### src/rtl/awg_pkg.sv
// Shared constants for the AWG command sequencer: FSM encodings, register map,
// rejection causes and the power-on configuration.
package awg_pkg;

    localparam logic [2:0] ST_IDLE = 3'd0;
    localparam logic [2:0] ST_CMD  = 3'd1;
    localparam logic [2:0] ST_HI   = 3'd2;
    localparam logic [2:0] ST_LO   = 3'd3;
    localparam logic [2:0] ST_CHK  = 3'd4;

    localparam logic [1:0] ADDR_WAVE   = 2'd0;
    localparam logic [1:0] ADDR_FREQ   = 2'd1;
    localparam logic [1:0] ADDR_AMP    = 2'd2;
    localparam logic [1:0] ADDR_OFFSET = 2'd3;

    localparam logic [1:0] ERR_CHECKSUM = 2'd0;
    localparam logic [1:0] ERR_FORMAT   = 2'd1;
    localparam logic [1:0] ERR_TIMEOUT  = 2'd2;

    typedef struct packed {
        logic [1:0]  wave;
        logic [15:0] freq;
        logic [9:0]  amp;
        logic [9:0]  offset;
    } cfg_t;

    localparam cfg_t CFG_RST = '{wave: 2'd0, freq: 16'h0001, amp: 10'h3FF, offset: 10'h200};

endpackage

### src/rtl/awg_byte_timer.sv
// Inter-byte watchdog: counts idle cycles inside a frame and flags the cycle
// on which the next edge would exceed the allowed gap.
module awg_byte_timer #(
    parameter int TIMEOUT_CYCLES = 50000
) (
    input  logic clk,
    input  logic rst,
    input  logic clear,
    input  logic enable,
    output logic expired
);

    localparam int W = $clog2(TIMEOUT_CYCLES);
    localparam logic [W-1:0] LAST = W'(TIMEOUT_CYCLES - 1);

    logic [W-1:0] count;

    always_ff @(posedge clk) begin
        if (!rst) begin
            count <= '0;
        end else if (clear) begin
            count <= '0;
        end else if (enable) begin
            count <= count + 1'b1;
        end
    end

    // count holds cycles elapsed since the last byte; the edge after LAST is the TIMEOUT_CYCLES-th
    assign expired = enable && (count == LAST);

endmodule

### src/rtl/awg_cmd_sequencer.sv
// Framed UART command sequencer: assembles SYNC/CMD/HI/LO/CHK frames, validates them
// and stages writes in a shadow bank that commits atomically to the live config.
module awg_cmd_sequencer
    import awg_pkg::*;
#(
    parameter logic [7:0] SYNC_BYTE      = 8'hA5,
    parameter int         TIMEOUT_CYCLES = 50000
) (
    input  logic        clk,
    input  logic        rst,
    input  logic [7:0]  uart_data,
    input  logic        data_valid,
    output logic [1:0]  waveform_type,
    output logic [15:0] frequency,
    output logic [9:0]  amplitude,
    output logic [9:0]  dc_offset,
    output logic        cfg_update,
    output logic        frame_ok,
    output logic        frame_err,
    output logic [1:0]  err_code,
    output logic        busy
);

    logic [2:0] state;
    logic [7:0] cmd_q;
    logic [7:0] hi_q;
    logic [7:0] lo_q;
    logic [7:0] chk_acc;
    cfg_t       shadow;
    cfg_t       live;
    cfg_t       shadow_nxt;
    logic       sum_bad;
    logic       fmt_bad;
    logic       expired;

    function automatic logic frame_format_bad(input logic [7:0] cmd, input logic [7:0] hi,
                                              input logic [7:0] lo);
        logic range_bad;
        range_bad = 1'b0;
        case (cmd[1:0])
            ADDR_WAVE:   range_bad = (hi != 8'h00) || (lo[7:2] != 6'd0);
            ADDR_FREQ:   range_bad = ({hi, lo} == 16'h0000);
            default:     range_bad = (hi[7:2] != 6'd0);
        endcase
        return (cmd[5:2] != 4'd0) || (cmd[7:6] == 2'b00) || (cmd[6] && range_bad);
    endfunction

    function automatic cfg_t apply_write(input cfg_t cfg, input logic [7:0] cmd,
                                         input logic [7:0] hi, input logic [7:0] lo);
        cfg_t r;
        r = cfg;
        if (cmd[6]) begin
            case (cmd[1:0])
                ADDR_WAVE:   r.wave   = lo[1:0];
                ADDR_FREQ:   r.freq   = {hi, lo};
                ADDR_AMP:    r.amp    = {hi[1:0], lo};
                default:     r.offset = {hi[1:0], lo};
            endcase
        end
        return r;
    endfunction

    always_comb begin
        sum_bad    = (chk_acc != uart_data);
        fmt_bad    = frame_format_bad(cmd_q, hi_q, lo_q);
        shadow_nxt = apply_write(shadow, cmd_q, hi_q, lo_q);
    end

    awg_byte_timer #(.TIMEOUT_CYCLES(TIMEOUT_CYCLES)) u_timer (
        .clk     (clk),
        .rst     (rst),
        .clear   (data_valid || (state == ST_IDLE)),
        .enable  (state != ST_IDLE),
        .expired (expired)
    );

    // Capture registers carry frame payload only and need no reset
    always_ff @(posedge clk) begin
        if (data_valid) begin
            case (state)
                ST_CMD: begin
                    cmd_q   <= uart_data;
                    chk_acc <= uart_data;
                end
                ST_HI: begin
                    hi_q    <= uart_data;
                    chk_acc <= chk_acc ^ uart_data;
                end
                ST_LO: begin
                    lo_q    <= uart_data;
                    chk_acc <= chk_acc ^ uart_data;
                end
                default: ;
            endcase
        end
    end

    always_ff @(posedge clk) begin
        if (!rst) begin
            state      <= ST_IDLE;
            shadow     <= CFG_RST;
            live       <= CFG_RST;
            frame_ok   <= 1'b0;
            frame_err  <= 1'b0;
            cfg_update <= 1'b0;
            err_code   <= ERR_CHECKSUM;
        end else begin
            frame_ok   <= 1'b0;
            frame_err  <= 1'b0;
            cfg_update <= 1'b0;
            if (data_valid) begin
                case (state)
                    ST_IDLE: if (uart_data == SYNC_BYTE) state <= ST_CMD;
                    ST_CMD:  state <= ST_HI;
                    ST_HI:   state <= ST_LO;
                    ST_LO:   state <= ST_CHK;
                    ST_CHK: begin
                        state <= ST_IDLE;
                        if (sum_bad) begin
                            frame_err <= 1'b1;
                            err_code  <= ERR_CHECKSUM;
                        end else if (fmt_bad) begin
                            frame_err <= 1'b1;
                            err_code  <= ERR_FORMAT;
                        end else begin
                            // Commit takes the merged shadow so write+commit lands in one edge
                            frame_ok <= 1'b1;
                            shadow   <= shadow_nxt;
                            if (cmd_q[7]) begin
                                live       <= shadow_nxt;
                                cfg_update <= 1'b1;
                            end
                        end
                    end
                    default: state <= ST_IDLE;
                endcase
            end else if (expired) begin
                state     <= ST_IDLE;
                frame_err <= 1'b1;
                err_code  <= ERR_TIMEOUT;
            end
        end
    end

    assign waveform_type = live.wave;
    assign frequency     = live.freq;
    assign amplitude     = live.amp;
    assign dc_offset     = live.offset;
    assign busy          = (state != ST_IDLE);

endmodule

### config.mk
export PLATFORM = sky130hd
export DESIGN_NAME = awg_cmd_sequencer
export DESIGN_NICKNAME = d
export VERILOG_FILES = /design/src/rtl/awg_pkg.sv /design/src/rtl/awg_byte_timer.sv /design/src/rtl/awg_cmd_sequencer.sv
export SDC_FILE = /design/constraint.sdc
export NUM_CORES = 1
export LEC_CHECK = 0
export CORE_MARGIN = 1
export CORE_UTILIZATION = 62
export DETAILED_ROUTE_END_ITERATION = 6
export PLACE_DENSITY_LB_ADDON = 0.1
export SLEW_MARGIN = 40
export SYNTH_ARGS = -nofsm -noshare
export SYNTH_HDL_FRONTEND = slang
export SYNTH_HIERARCHICAL = 1
export SYNTH_SLANG_ARGS = --single-unit
### constraint.sdc
create_clock -name clk -period 7.4 [get_ports clk]
set_clock_uncertainty 0.2 [all_clocks]
set_input_delay 0.74 -clock clk [delete_from_list [all_inputs] [get_ports clk]]
set_output_delay 0.74 -clock clk [all_outputs]
set_load 0.01 [all_outputs]
==> qor.csv, run 1 <==
stage,metric,value,unit
setup_path,cp_max_fo,38,
routing,antenna_left,0,
timing,tns,0,ns
clock_tree,htreeDepth,4,
pwr,p_seq_share,44.9,%
synth,synth-edff-count,32,
synth,syn_avg_cell_area,10.1,sq um
synth,synth_top_family_by_area,multiplexers,
pwr,clock_power_share,53.2,%
final_layout,seq_area,0.00296,sq mm
routing,drt-pass1-iter-count,6,
timing,slew_headroom,48.4,%
pwr,swShare,21.2,%
routing,drt_iter0_markers,273,
routing,avgRoutedWirePerCell,16.7,um
final_layout,drive_above_1_share,13.7,%
clock_tree,cts.sinks,132,
routing,vias,4394,
synth,synth_seq_cells,132,
place,dpl.cell_count,738,
flow_run,cap_viol_max_count,0,
place,gp_congestion,0.887,
synth,muxShareOfSynthArea,17.7,%
timing,hold_viol,0,
grt,grt_max_degree,131,
place,dpl.hpwl,8280,um
pwr,switchingPower,348,uW
timing,min_period,3.29,ns
final_layout,fill_cells,618,
clock_tree,root_buffer,clkbuf_8,
floorplanning,dieArea,0.00992,sq mm
grt,grt_pass1_vias,4209,
synth,synth-main-ff-cell,dfxtp_1,
routing,wirelength,12800,um
hold_path,hold_class,in -> reg,
pwr,internal_power,1290,uW
final_layout,num_antenna_cells,0,
place,preCtsSetupSlack,3.67,ns
synth,synth_xor_xnor_area_share,4.00,%
synth,synth-simple-area-share,17.3,%
grt,grt_use_total,27.2,%
clock_tree,holdBufCountCts,0,
synth,synth_most_common_cell,nand2_1,
timing,post-route-period-util,44.4,%
synth,synth_top_cell_area_share,33.9,%
setup_path,crit_type,in -> reg,
setup_path,end_kind,flop,
setup_path,start_kind,input pin,
clock_tree,insertion_delay,0.53,ns
floorplanning,core,0.00924,sq mm
routing,avgViaCountPerCell,5.71,
grt,overflow,0,
floorplanning,die_w,99.6,um
outcome,status,completed,
synth,synth_common_cells,"nand2_1 (127), dfxtp_1 (100), mux2i_1 (59)",
synth,async_flop_share,0,%
timing,worst_pin_slew,0.772,ns
grt,grt_first_pass_wirelength,20500,um
final_layout,multi_input_area,0.00277,sq mm
synth,netlist_instances,584,
pwr,powerDensity,230,mW/mm^2
timing,setup-violations-final,0,
synth,yosysWarnings,6,
clock_tree,cts_tree,done,
final_layout,fin_area,0.00714,sq mm
floorplanning,die_height,99.6,um
synth,postSynthNetCount,596,
pwr,vdd_ir_drop_max,0.179,mV
place,portBuffers,54,
timing,whs,0.235,ns
synth,synth_top_area_cell,dfxtp_1,
pwr,leakage,0.00272,uW
pwr,power_frac_comb,1.8,%
setup_path,critPathRequiredTime,7.62,ns
synth,ys_top_cells_by_area,"dfxtp_1 (34%), edfxtp_1 (16%), mux2i_1 (10%)",
timing,fmax,304,MHz
place,placed_area,0.00652,sq mm
setup_path,worstPathArrival,3.51,ns
timing,final_max_slew_viol_count,0,
timing,finalWorstSetupSlack,4.11,ns
synth,synth_area,0.00591,sq mm
clock_tree,cts_made_buffers,17,
clock_tree,clkTransAtPathRegs,0.06,ns
synth,synth.distinct_cells,49,
floorplanning,initial_core_util,63.9,%
final_layout,areaGrowthSynthToFinish,20.9,%
final_layout,finalNetCount,640,
synth,ys_seq_area_share,50.2,%
synth,synth_compound_area_share,7.22,%
grt,antenna_found_initial,0,
synth,synthAdderAreaFrac,0.212,%
clock_tree,clockBufferDepth,2,
floorplanning,pin_count,55,
clock_tree,post-cts-setup-buffer-count,0,
final_layout,instances_no_fill,770,
timing,rsz0062_at_grt,no,
clock_tree,post_cts_resized,0,
routing,drc,0,
floorplanning,row_count,35,
==> per-stage QoR <==
step | util (%) | power (uW)
2_1_floorplan | - | 771
3_3_place_gp | 70.3 | 782
3_5_place_dp | 70.5 | 783
4_1_cts | 77.3 | 1650
5_1_grt | 77.3 | 1680
6_report | 77.3 | 1640
==> state kept, by name (all words and copies together) (netlist names) <==
name	flops
lo_q	8
shadow	38
u_timer/count	16
frame_err	1
waveform_type	2
dc_offset	10
err_code	2
cfg_update	1
hi_q	8
cmd_q	8
state	3
frame_ok	1
amplitude	10
chk_acc	8
frequency	16
==> cell usage in the layout (no fill, tap or decap), types with 5 or more instances in the layout <==
cell type        count
nand4_1              5
o211ai_1            16
nor4_1               8
edfxtp_1            32
mux2i_1             59
dfxtp_1            100
nor3_1               5
or3_1                5
clkdlybuf4s50_1     53
clkbuf_16           17
nor2_1              28
a21oi_1             10
nand3_1              9
mux2_2              39
xor2_1              13
o2111ai_1            8
nand2_1            127
nand2b_1            14
xnor2_1             14
inv_1               17
==> worst max-delay path, cell delays in order <==
cell and delay (ns):
clkdlybuf4s50_1 0.55, xor2_1 0.21, nor4_1 0.57, nand3_1 0.40, a211o_4 0.63, mux2_2 0.36
==> cell type report <==
class	count	area share (%)
Sequential cell	132	41.5
Multi-Input combinational cell	403	38.7
Timing Repair Buffer	57	7.93
Clock buffer	19	6.34
Clock inverter	13	2.36
Tap cell	129	2.26
Inverter	17	0.893
==> per-layer routing <==
metal / track usage, % / vias to the layer above / wire, um
met5: 0 / - / 0
met3: 7.31 / 30 / 523
met4: 10.4 / 0 / 265
met1: 32.1 / 2103 / 5440
met2: 47.5 / 130 / 6620
li1: - / 2131 / -
==> kinds of logic (layout without fill, tap and decap cells) <==
| group | Yosys count | count (layout) |
|---|---|---|
| flops | 132 | 132 |
| fa+ha+maj | 1 | 1 |
| mux | 99 | 99 |
| compound gates | 55 | 55 |
| xor+xnor | 27 | 27 |
| buf+inv | 49 | 106 |
| simple gates | 221 | 221 |
==> power by group through the flow <==
stage / Combinational [uW] / Clock [uW] / Sequential [uW]
after floorplan: 16.9 / 0 / 754
after global placement: 28.4 / 0 / 754
after detailed placement: 29.3 / 0 / 754
after CTS: 29.7 / 882 / 738
after global routing: 32.5 / 915 / 738
final: 30.3 / 874 / 738
==> path summary, 6_finish.rpt <==
path | start | end | slack (ns) | cells past startpoint
setup / recovery | uart_data[2] | frequency[0] | 4.11 | 6
hold / removal | rst | state[1] | 0.24 | 2
setup reg to reg | lo_q[3] | frequency[0] | 4.40 | 5
hold reg to reg | shadow[30] | shadow[30] | 0.25 | 2
No activity file was read; power rests on OpenSTA's default activity.
==> run 2: changes to the inputs <==
CORE_UTILIZATION = 52   (was 62)
clock period = 2.6 ns   (was 7.4 ns; I/O delays follow)
==> run 2 against run 1 <==
Compared with the run above:
- die area is 19% higher
- critical path depth is 1 higher
- worst setup slack worse by 3.9 ns
- critical endpoint is now shadow[30]
- highest routed layer unchanged
==> qor.csv, run 2 (synthesis results as in run 1) <==
stage,metric,value,unit,change
grt,grtUsageMet2,37.1,%,-10 points
grt,grt_use_total,23.6,%,-3.7 points
setup_path,max_stage_delay,0.45,ns,-0.18 ns
timing,final_max_slew_viol_count,0,,unchanged
timing,tns,0,ns,unchanged
final_layout,regMostFlops,shadow,,
final_layout,fill_cells,887,,+44%
setup_path,reg2regPathDepth,7,,+2
setup_path,crit_type,reg -> reg,,
grt,grt_max_degree,66,,-50%
floorplanning,die_w,109,um,+9.0%
place,portBuffers,54,,unchanged
timing,setup-violations-final,0,,unchanged
clock_tree,cts.sinks,132,,unchanged
routing,wirelength,12900,um,+0.10%
grt,grt_use_met3,6.03,%,-1.3 points
setup_path,cpLargestDelayFamily,simple AND/OR/NAND/NOR gates,,
clock_tree,post-cts-setup-buffer-count,0,,unchanged
grt,grt_first_pass_wirelength,20700,um,+1.2%
timing,rsz0062_at_grt,no,,
final_layout,finalNetCount,677,,+5.8%
floorplanning,core,0.0109,sq mm,+18%
grt,use_met1,30.3,%,-1.8 points
final_layout,areaGrowthSynthToFinish,25.0,%,
routing,drc,0,,unchanged
grt,overflow,0,,unchanged
final_layout,layout_commonest_cell,nand2_1,,
place,dpl.cell_count,786,,+6.5%
floorplanning,die_height,109,um,+9.0%
place,gp_congestion,0.864,,-2.6%
clock_tree,root_buffer,clkbuf_16,,
timing,worst_pin_slew,0.675,ns,-0.0975 ns
setup_path,slowest_stage,edfxtp_1,,
place,preCtsSetupSlack,-0.0608,ns,-3.73 ns
hold_path,hp-start,rst,,
timing,hold_viol,0,,unchanged
clock_tree,insertion_delay,0.41,ns,-0.12 ns
final_layout,num_antenna_cells,0,,unchanged
grt,grt_pass1_vias,4161,,-1.1%
pwr,vdd_ir_drop_max,0.421,mV,+130%
setup_path,r2r_slack,0.19,ns,-4.21 ns
setup_path,r2r-end,shadow[30],,
final_layout,largest_reg_flops,38,,unchanged
routing,drt_iter0_markers,263,,-3.7%
setup_path,r2r_start,hi_q[7],,
pwr,powerDensity,606,mW/mm^2,+160%
clock_tree,clockBufferDepth,2,,unchanged
setup_path,end_kind,flop,,
routing,antenna_left,0,,unchanged
setup_path,worst-path-stages,7,,+1
setup_path,crit_buf_inv,2,,+1
timing,finalWorstSetupSlack,0.185,ns,-3.93 ns
setup_path,critPathRequiredTime,2.74,ns,-4.88 ns
final_layout,drive_above_1_share,17.1,%,+3.4 points
hold_path,hold-path-cell-count,2,,unchanged
grt,top_usage_layer,met2,,
timing,fmax,414,MHz,
clock_tree,holdBufCountCts,0,,unchanged
flow_run,cap_viol_max_count,0,,unchanged
setup_path,cp_max_fo,16,,-58%
grt,antenna_found_initial,0,,unchanged
final_layout,instances_no_fill,817,,+6.1%
pwr,leakage,0.00288,uW,+5.8%
timing,post-route-period-util,92.9,%,
routing,avgRoutedWirePerCell,15.7,um,-5.7%
setup_path,start_kind,flop,,
floorplanning,row_count,38,,+8.6%
hold_path,holdPathEnd,shadow[12],,
routing,avgViaCountPerCell,5.41,,-5.2%
hold_path,hold_class,in -> reg,,
clock_tree,post_cts_resized,0,,unchanged
floorplanning,initial_core_util,54.0,%,-9.9 points
clock_tree,cts_tree,done,,
final_layout,layout_common_cells,"nand2_1 (127), dfxtp_1 (100), mux2i_1 (59), clkdlybuf4s50_1 (53), mux2_2 (39)",,
timing,min_period,2.41,ns,
setup_path,worstPathCellList,"nor4_4, and4_1, mux2i_2, buf_4, a2111oi_4, buf_12, mux2i_1",,
floorplanning,pin_count,55,,unchanged
place,dpl.hpwl,8810,um,+6.4%
setup_path,worstPathArrival,2.56,ns,-0.95 ns
timing,slew_headroom,54.8,%,+6.4 points
clock_tree,clkTransAtPathRegs,0.06,ns,about the same
floorplanning,dieArea,0.0118,sq mm,+19%
outcome,status,completed,,
clock_tree,cts_made_buffers,17,,unchanged
routing,vias,4420,,+0.59%
routing,drt-pass1-iter-count,4,,-2
clock_tree,htreeDepth,4,,unchanged
run 2: cell count changes in the layout (fill, tap and decap cells not counted), moves of 2 or more:
cell / previous run / this run
buf_12: 0 / 3
buf_4: 3 / 38
clkbuf_1: 0 / 6
clkinv_2: 1 / 4
clkinv_4: 2 / 0
clkinvlp_4: 2 / 0
inv_6: 4 / 0
run 2: layout make-up:
type / instances / area, sq um / area share (%)
Clock buffer: 25 / 475 / 6.44
Clock inverter: 6 / 80.1 / 1.08
Inverter: 17 / 63.8 / 0.864
Multi-Input combinational cell: 403 / 2750 / 37.2
Sequential cell: 132 / 2960 / 40.1
Tap cell: 140 / 175 / 2.37
Timing Repair Buffer: 94 / 876 / 11.9
run 2: metal layers:
| layer | part of all wire (%) | up-vias |
|---|---|---|
| li1 | - | 2205 |
| met1 | 44 | 2098 |
| met2 | 48 | 96 |
| met3 | 5.5 | 21 |
| met4 | 2.1 | 0 |
| met5 | 0 | - |
run 2: power breakdown:
part	switching, uW	internal, uW
clock network	818	1450
logic	63.6	40.1
registers	0.221	2100
total	882	3590
run 2: through the flow:
step                      instance area (sq um)  utilization [%]  total power [uW]  hold WS, ns
after global placement                     6830             62.4              2250        0.238
after global routing                       7380             67.5              4600        0.101
final                                      7380             67.5              4470       0.0869
after CTS                                  7380             67.5              4510       0.0775
after floorplan                            5910                -              2190        0.159
after detailed placement                   6830             62.4              2250        0.247
run 2: worst max-delay path by stage:
stage / startpoint / end / slack (ns)
after floorplan: hi_q[7] / dc_offset[4] / 0.1
after global placement: uart_data[7] / shadow[32] / 0.03
after detailed placement: uart_data[7] / shadow[30] / -0.06
after CTS: hi_q[7] / shadow[30] / 0.17
after global routing: hi_q[6] / shadow[10] / 0.03
final: hi_q[7] / shadow[30] / 0.19
==> run 3: changes to the inputs <==
SYNTH_HIERARCHICAL = not set   (was 1)
==> run 3 against run 2 <==
Compared with the run above:
- non-clock buffer count grew 4
- combinational power is essentially flat
- maximum frequency shrank 2.5%
- sequential share of layout area shrank 0.29 points
- clock power grew 4%
- critical endpoint is now frequency[10]
- largest cell class unchanged
==> qor.csv, run 3 <==
stage,metric,value,unit,change
pwr,vdd_ir_drop_max,0.492,mV,+17%
timing,tns,0,ns,unchanged
hold_path,hold-path-cell-count,2,,unchanged
timing,final_max_slew_viol_count,0,,unchanged
place,dpl.hpwl,8820,um,about the same
final_layout,num_antenna_cells,0,,unchanged
pwr,p_seq_share,45.9,%,-1.1 points
routing,avgRoutedWirePerCell,15.2,um,-3.2%
final_layout,areaGrowthSynthToFinish,25.2,%,
floorplanning,core,0.0110,sq mm,+0.43%
synth,ys_top_cells_by_area,"dfxtp_1 (34%), edfxtp_1 (16%), mux2i_1 (9.8%)",,
clock_tree,cts_tree,done,,
setup_path,cp_max_fo,15,,-1
final_layout,largest_reg_flops,38,,unchanged
synth,synth_most_common_cell,nand2_1,,
synth,ys_seq_area_share,49.9,%,-0.25 points
clock_tree,cts.sinks,132,,unchanged
final_layout,finalNetCount,677,,unchanged
routing,drt-pass1-iter-count,5,,+1
final_layout,drive_above_1_share,16.7,%,-0.47 points
grt,grt_max_degree,65,,-1.5%
synth,netlist_instances,580,,-0.68%
setup_path,critPathRequiredTime,2.75,ns,about the same
clock_tree,root_buffer,clkbuf_16,,
synth,syn_avg_cell_area,10.2,sq um,+1.2%
timing,worst_pin_slew,0.596,ns,-0.0788 ns
clock_tree,cts_made_buffers,17,,unchanged
final_layout,regMostFlops,shadow,,
floorplanning,row_count,38,,unchanged
timing,setup-violations-final,0,,unchanged
final_layout,layout_commonest_cell,nand2_1,,
setup_path,crit_type,reg -> reg,,
final_layout,instances_no_fill,818,,+0.12%
pwr,clock_power_share,51.8,%,+1.1 points
synth,synth_area,0.00594,sq mm,+0.51%
setup_path,max_stage_delay,0.54,ns,+0.09 ns
setup_path,worstPathArrival,2.63,ns,+0.07 ns
hold_path,hold_class,in -> reg,,
pwr,powerDensity,615,mW/mm^2,+1.6%
synth,synth-main-ff-cell,dfxtp_1,,
timing,post-route-period-util,95.2,%,+2.4 points
setup_path,start_kind,flop,,
grt,overflow,0,,unchanged
setup_path,reg2regPathDepth,6,,-1
place,gp_congestion,0.797,,-7.8%
routing,vias,4387,,-0.75%
floorplanning,dieArea,0.0118,sq mm,+0.50%
grt,grt_first_pass_wirelength,20500,um,-0.90%
final_layout,fill_cells,872,,-1.7%
final_layout,layout_common_cells,"nand2_1 (130), dfxtp_1 (100), mux2i_1 (58), clkdlybuf4s50_1 (53), buf_4 (45)",,
routing,drt_iter0_markers,203,,-23%
routing,wirelength,12500,um,-3.0%
synth,synth_top_area_cell,dfxtp_1,,
clock_tree,clkTransAtPathRegs,0.06,ns,about the same
clock_tree,post-cts-setup-buffer-count,0,,unchanged
floorplanning,initial_core_util,54.1,%,about the same
synth,synth.distinct_cells,55,,+12%
setup_path,end_kind,flop,,
floorplanning,die_w,109,um,+0.25%
clock_tree,clockBufferDepth,2,,unchanged
synth,synth_common_cells,"nand2_1 (130), dfxtp_1 (100), mux2i_1 (58)",,
synth,yosysWarnings,0,,-6
floorplanning,pin_count,55,,unchanged
place,portBuffers,54,,unchanged
pwr,internal_power,3670,uW,+2.2%
synth,async_flop_share,0,%,unchanged
clock_tree,insertion_delay,0.43,ns,+0.02 ns
outcome,status,completed,,
timing,fmax,404,MHz,-2.5%
synth,postSynthNetCount,592,,-0.67%
grt,grt_use_total,23.1,%,-0.51 points
routing,antenna_left,0,,unchanged
pwr,power_frac_comb,2.2,%,about the same
timing,rsz0062_at_grt,no,,
grt,grt_pass1_vias,4284,,+3.0%
place,dpl.cell_count,786,,unchanged
floorplanning,die_height,109,um,+0.25%
setup_path,worstPathCellList,"or4_4, nor2_4, a32o_2, a211o_4, buf_4, mux2i_1",,
pwr,swShare,19.8,%,+0.10 points
routing,drc,0,,unchanged
synth,synth_top_cell_area_share,33.7,%,-0.17 points
timing,slew_headroom,60.3,%,+5.5 points
pwr,switchingPower,907,uW,+2.8%
clock_tree,holdBufCountCts,0,,unchanged
grt,antenna_found_initial,0,,unchanged
setup_path,slowest_stage,or4_4,,
pwr,leakage,0.00287,uW,-0.29%
timing,min_period,2.48,ns,+0.0614 ns
timing,hold_viol,0,,unchanged
synth,synth-edff-count,32,,unchanged
routing,avgViaCountPerCell,5.36,,-0.87%
clock_tree,post_cts_resized,0,,unchanged
flow_run,cap_viol_max_count,0,,unchanged
synth,synth_seq_cells,132,,unchanged
clock_tree,htreeDepth,4,,unchanged
-- run 3: changes by cell type after synthesis, moves of 3 or more --
cell	delta
a21oi_1	-7
a31o_2	-3
buf_2	-4
inv_1	-7
mux2_1	+12
mux2_2	-13
nand2_1	+3
nor2_1	-4
nor2b_1	+9
nor3_1	-4
or3_1	-4
-- run 3: final timing paths --
check                           to             start  slack [ns]
hold / removal          shadow[12]               rst        0.14
hold reg to reg   u_timer.count[0]  u_timer.count[0]        0.24
setup reg to reg     frequency[10]           lo_q[4]        0.12
setup / recovery     frequency[10]           lo_q[4]        0.12
-- run 3: kinds of logic after synthesis --
logic type	after synthesis	synth area share, %
and+or+nand+nor	228	18.1
AOI/OAI and AO/OA	51	7.21
xor gates and xnor gates	30	4.43
buffers and inverters	42	3.18
DFF	132	49.9
muxes	96	17.0
adders and majority gates	1	0.211
-- run 3: worst max-delay path, delay by kind of cell, from the launching register on --
| kind | cells | cell delay, ns |
|---|---|---|
| flip-flops | 1 | 0.41 |
| AO/OA/AOI/OAI | 2 | 0.49 |
| AND/OR/NAND/NOR | 2 | 0.71 |
| multiplexers | 1 | 0.25 |
| buffers and inverters | 1 | 0.31 |
-- run 3: power by group through the flow --
| stage | Sequential (uW) | Combinational, uW | Clock [uW] |
|---|---|---|---|
| floorplan | 2150 | 53.2 | 0 |
| global placement | 2150 | 101 | 0 |
| detailed placement | 2150 | 102 | 0 |
| CTS | 2100 | 103 | 2410 |
| global route | 2100 | 113 | 2500 |
| finish | 2100 | 103 | 2370 |
-- run 3: layout make-up --
type | instances | area, sq um | share of cell area, %
Clock buffer | 23 | 498 | 6.70
Multi-Input combinational cell | 406 | 2790 | 37.6
Timing Repair Buffer | 98 | 868 | 11.7
Sequential cell | 132 | 2960 | 39.8
Inverter | 10 | 37.5 | 0.505
Clock inverter | 9 | 100 | 1.35
Tap cell | 140 | 175 | 2.36
-- run 3: metrics by stage --
stage | utilization [%] | setup slack (ns) | total power, uW | cell area, sq um | hold WS [ns]
3_3_place_gp | 62.2 | -0.0922 | 2250 | 6830 | 0.222
6_report | 67.7 | 0.124 | 4580 | 7440 | 0.142
5_1_grt | 67.7 | 0.0210 | 4720 | 7440 | 0.160
3_5_place_dp | 62.2 | -0.146 | 2250 | 6830 | 0.235
4_1_cts | 67.6 | 0.00990 | 4610 | 7430 | 0.126
2_1_floorplan | - | 0.224 | 2200 | 5940 | 0.159
-- run 3: routing by layer --
metal / up-vias / part of all wire (%) / global-route usage, %
met5: - / 0 / 0
met4: 0 / 1.8 / 10.1
met3: 21 / 3.9 / 5.68
met2: 95 / 49 / 38.1
met1: 2076 / 45 / 28.5
li1: 2195 / - / -
==> patch: new RTL, flow settings as in run 2 <==
`TIMEOUT_CYCLES` is set to 50000 in 2 places; all go to 12500.
--- a/src/rtl/awg_byte_timer.sv
+++ b/src/rtl/awg_byte_timer.sv
@@ -1,7 +1,7 @@
 // Inter-byte watchdog: counts idle cycles inside a frame and flags the cycle
 // on which the next edge would exceed the allowed gap.
 module awg_byte_timer #(
-    parameter int TIMEOUT_CYCLES = 50000
+    parameter int TIMEOUT_CYCLES = 12500
 ) (
     input  logic clk,
     input  logic rst,
--- a/src/rtl/awg_cmd_sequencer.sv
+++ b/src/rtl/awg_cmd_sequencer.sv
@@ -4,7 +4,7 @@
     import awg_pkg::*;
 #(
     parameter logic [7:0] SYNC_BYTE      = 8'hA5,
-    parameter int         TIMEOUT_CYCLES = 50000
+    parameter int         TIMEOUT_CYCLES = 12500
 ) (
     input  logic        clk,
     input  logic        rst,
Function: same outputs for any inputs over 4 cycles, from zero or initial values and one cycle with rst low; that may be too few to reach the edited logic, so the function may still have changed.
==> patch against run 2 <==
- maximum frequency shrank 2.7%
- final area shrank 0.68%
- clock power fell by 8.8%
- total power shrank 5.1%
- synthesized area shrank 0.91%
- wire length shrank 3.4%
- sequential cell count down 2
- worst setup slack lost 67 ps
- critical endpoint is now shadow[22]$_SDFFE_PN0P_
==> patch: results (changes against run 2) <==
NumNets Final 674 (-0.44%); gpl congestion 0.831 (-3.9%); post-synthesis sequential area ratio 49.9% (-0.22 points); Synth area leaders dfxtp_1 (34%), edfxtp_1 (16%), mux2i_1 (11%); Post-synth top cells nand2_1 (130), dfxtp_1 (98), mux2i_1 (62), mux2_2 (39), edfxtp_1 (32); Worst EP arrival 2730 ps (+170 ps); Worst Hold Class reg2reg; number of synthesized flops with an enable pin 32 (unchanged); pin count of the biggest net entering global routing 67 (+1.5%); worst-skew pair later-pin latency 530 ps (+120 ps); H-tree level count 4 (unchanged); Leak 2.87 nW (-0.51%); Main synth FF type dfxtp_1; Longest Clk Path Bufs 2 (unchanged); mux cell area share after synthesis 18.3% (+0.68 points); Adder-Cell Fraction of Synth Area 0.214% (+0.0019 points); Synth Area in Compound Gates 7.76% (+0.54 points); net count after synthesis 588 (-1.3%); Max Fanout on Critical Path 8 (-8); R2R depth 8 (+1); maximum VDD drop 0.000505 V (+20%); Root Driver clkbuf_8; WL/cell 15.2 µm (-3.2%); DP HPWL 8450 µm (-4.1%); Total Wirelength 12,400 µm (-3.4%); Final Hold Viols 0 (unchanged); outcome finished clean; first-pass GRT wire length 20,000 µm (-3.3%); drt initial violations 169 (-36%); XOR/XNOR Fraction of Synth Area 2.99% (-1.0 points); placed insts 777 (-1.1%); CTS Buf Count 17 (unchanged); slew of the pin with the lowest slew margin 619 ps (-55.8 ps); Tot GR Track Use 22.3% (-1.3 points); P_sw 0.862 mW (-2.3%); Mean Syn Cell Area 10.2 µm² (+0.47%); Filler Cell Count 862 (-2.8%); DR vias 4,410 (-0.23%); Cell variety after synth 51 (+4.1%); number of global-route vias before repair 4,289 (+3.1%); layout cell share with drive strength beyond 1 17.6% (+0.50 points)
[patch: changes by cell type after synthesis, sizes merged, moves of 3 or more]
cell | run 2 | this run
xnor2 | 14 | 9
o31ai | 0 | 4
inv | 17 | 14
nor2 | 28 | 20
nand2b | 14 | 17
nand2 | 127 | 130
mux2i | 60 | 63
[patch: power by group through the flow]
stage | combinational (mW) | clock, mW | sequential (mW)
3_3_place_gp | 0.0961 | 0 | 2.11
5_1_grt | 0.110 | 2.19 | 2.07
4_1_cts | 0.101 | 2.11 | 2.07
6_report | 0.100 | 2.07 | 2.07
2_1_floorplan | 0.0484 | 0 | 2.11
3_5_place_dp | 0.0986 | 0 | 2.11
[patch: repair_timing]
item | 4_1_cts | 5_1_grt
buffers inserted | 0 | 4
gates resized for setup | 0 | 5
hold buffers | 1 | 0
endpoints found under the hold margin | 11 | 0
endpoints found under the setup margin | 0 | 27
[patch: per-layer routing]
metal | vias up | GRT usage, % | routed length (µm)
met5 | - | 0 | 0
met4 | 0 | 10.2 | 163
met3 | 16 | 4.88 | 426
met2 | 92 | 37.7 | 6060
met1 | 2091 | 27.1 | 5770
li1 | 2211 | - | -
[patch: per-stage QoR]
| stage | worst slack, ps | setup TNS [ps] | area (µm²) | hold WS [ps] |
|---|---|---|---|---|
| 5_1_grt | -21.9 | -25.8 | 7330 | 280 |
| 4_1_cts | 20.4 | 0 | 7250 | 258 |
| 3_3_place_gp | -61.2 | -2210 | 6730 | 239 |
| 6_report | 118 | 0 | 7330 | 256 |
| 2_1_floorplan | 96.5 | 0 | 5850 | 159 |
| 3_5_place_dp | -85.4 | -2860 | 6730 | 250 |
[patch: worst max-delay path: stages, from the launching register on]
cell and delay, ps:
edfxtp_1 430, nor4_4 320, and4_4 280, mux2i_2 90
buf_4 180, a2111oi_4 340, buf_4 210, clkbuf_16 170
mux2i_1 180
[patch: worst paths after layout]
| check | from | to | slack [ps] |
|---|---|---|---|
| hold reg to reg | shadow[33]$_SDFFE_PN0P_ | shadow[33]$_SDFFE_PN0P_ | 260 |
| hold / removal | shadow[33]$_SDFFE_PN0P_ | shadow[33]$_SDFFE_PN0P_ | 260 |
| setup reg to reg | hi_q[4]$_DFFE_PP_ | shadow[22]$_SDFFE_PN0P_ | 120 |
| setup / recovery | hi_q[4]$_DFFE_PP_ | shadow[22]$_SDFFE_PN0P_ | 120 |
[patch: area by class of cell]
type	count	share of cell area [%]
Sequential cell	130	39.9
Multi-Input combinational cell	400	37.7
Timing Repair Buffer	99	12.4
Clock buffer	24	6.14
Tap cell	140	2.39
Clock inverter	8	0.836
Inverter	14	0.717
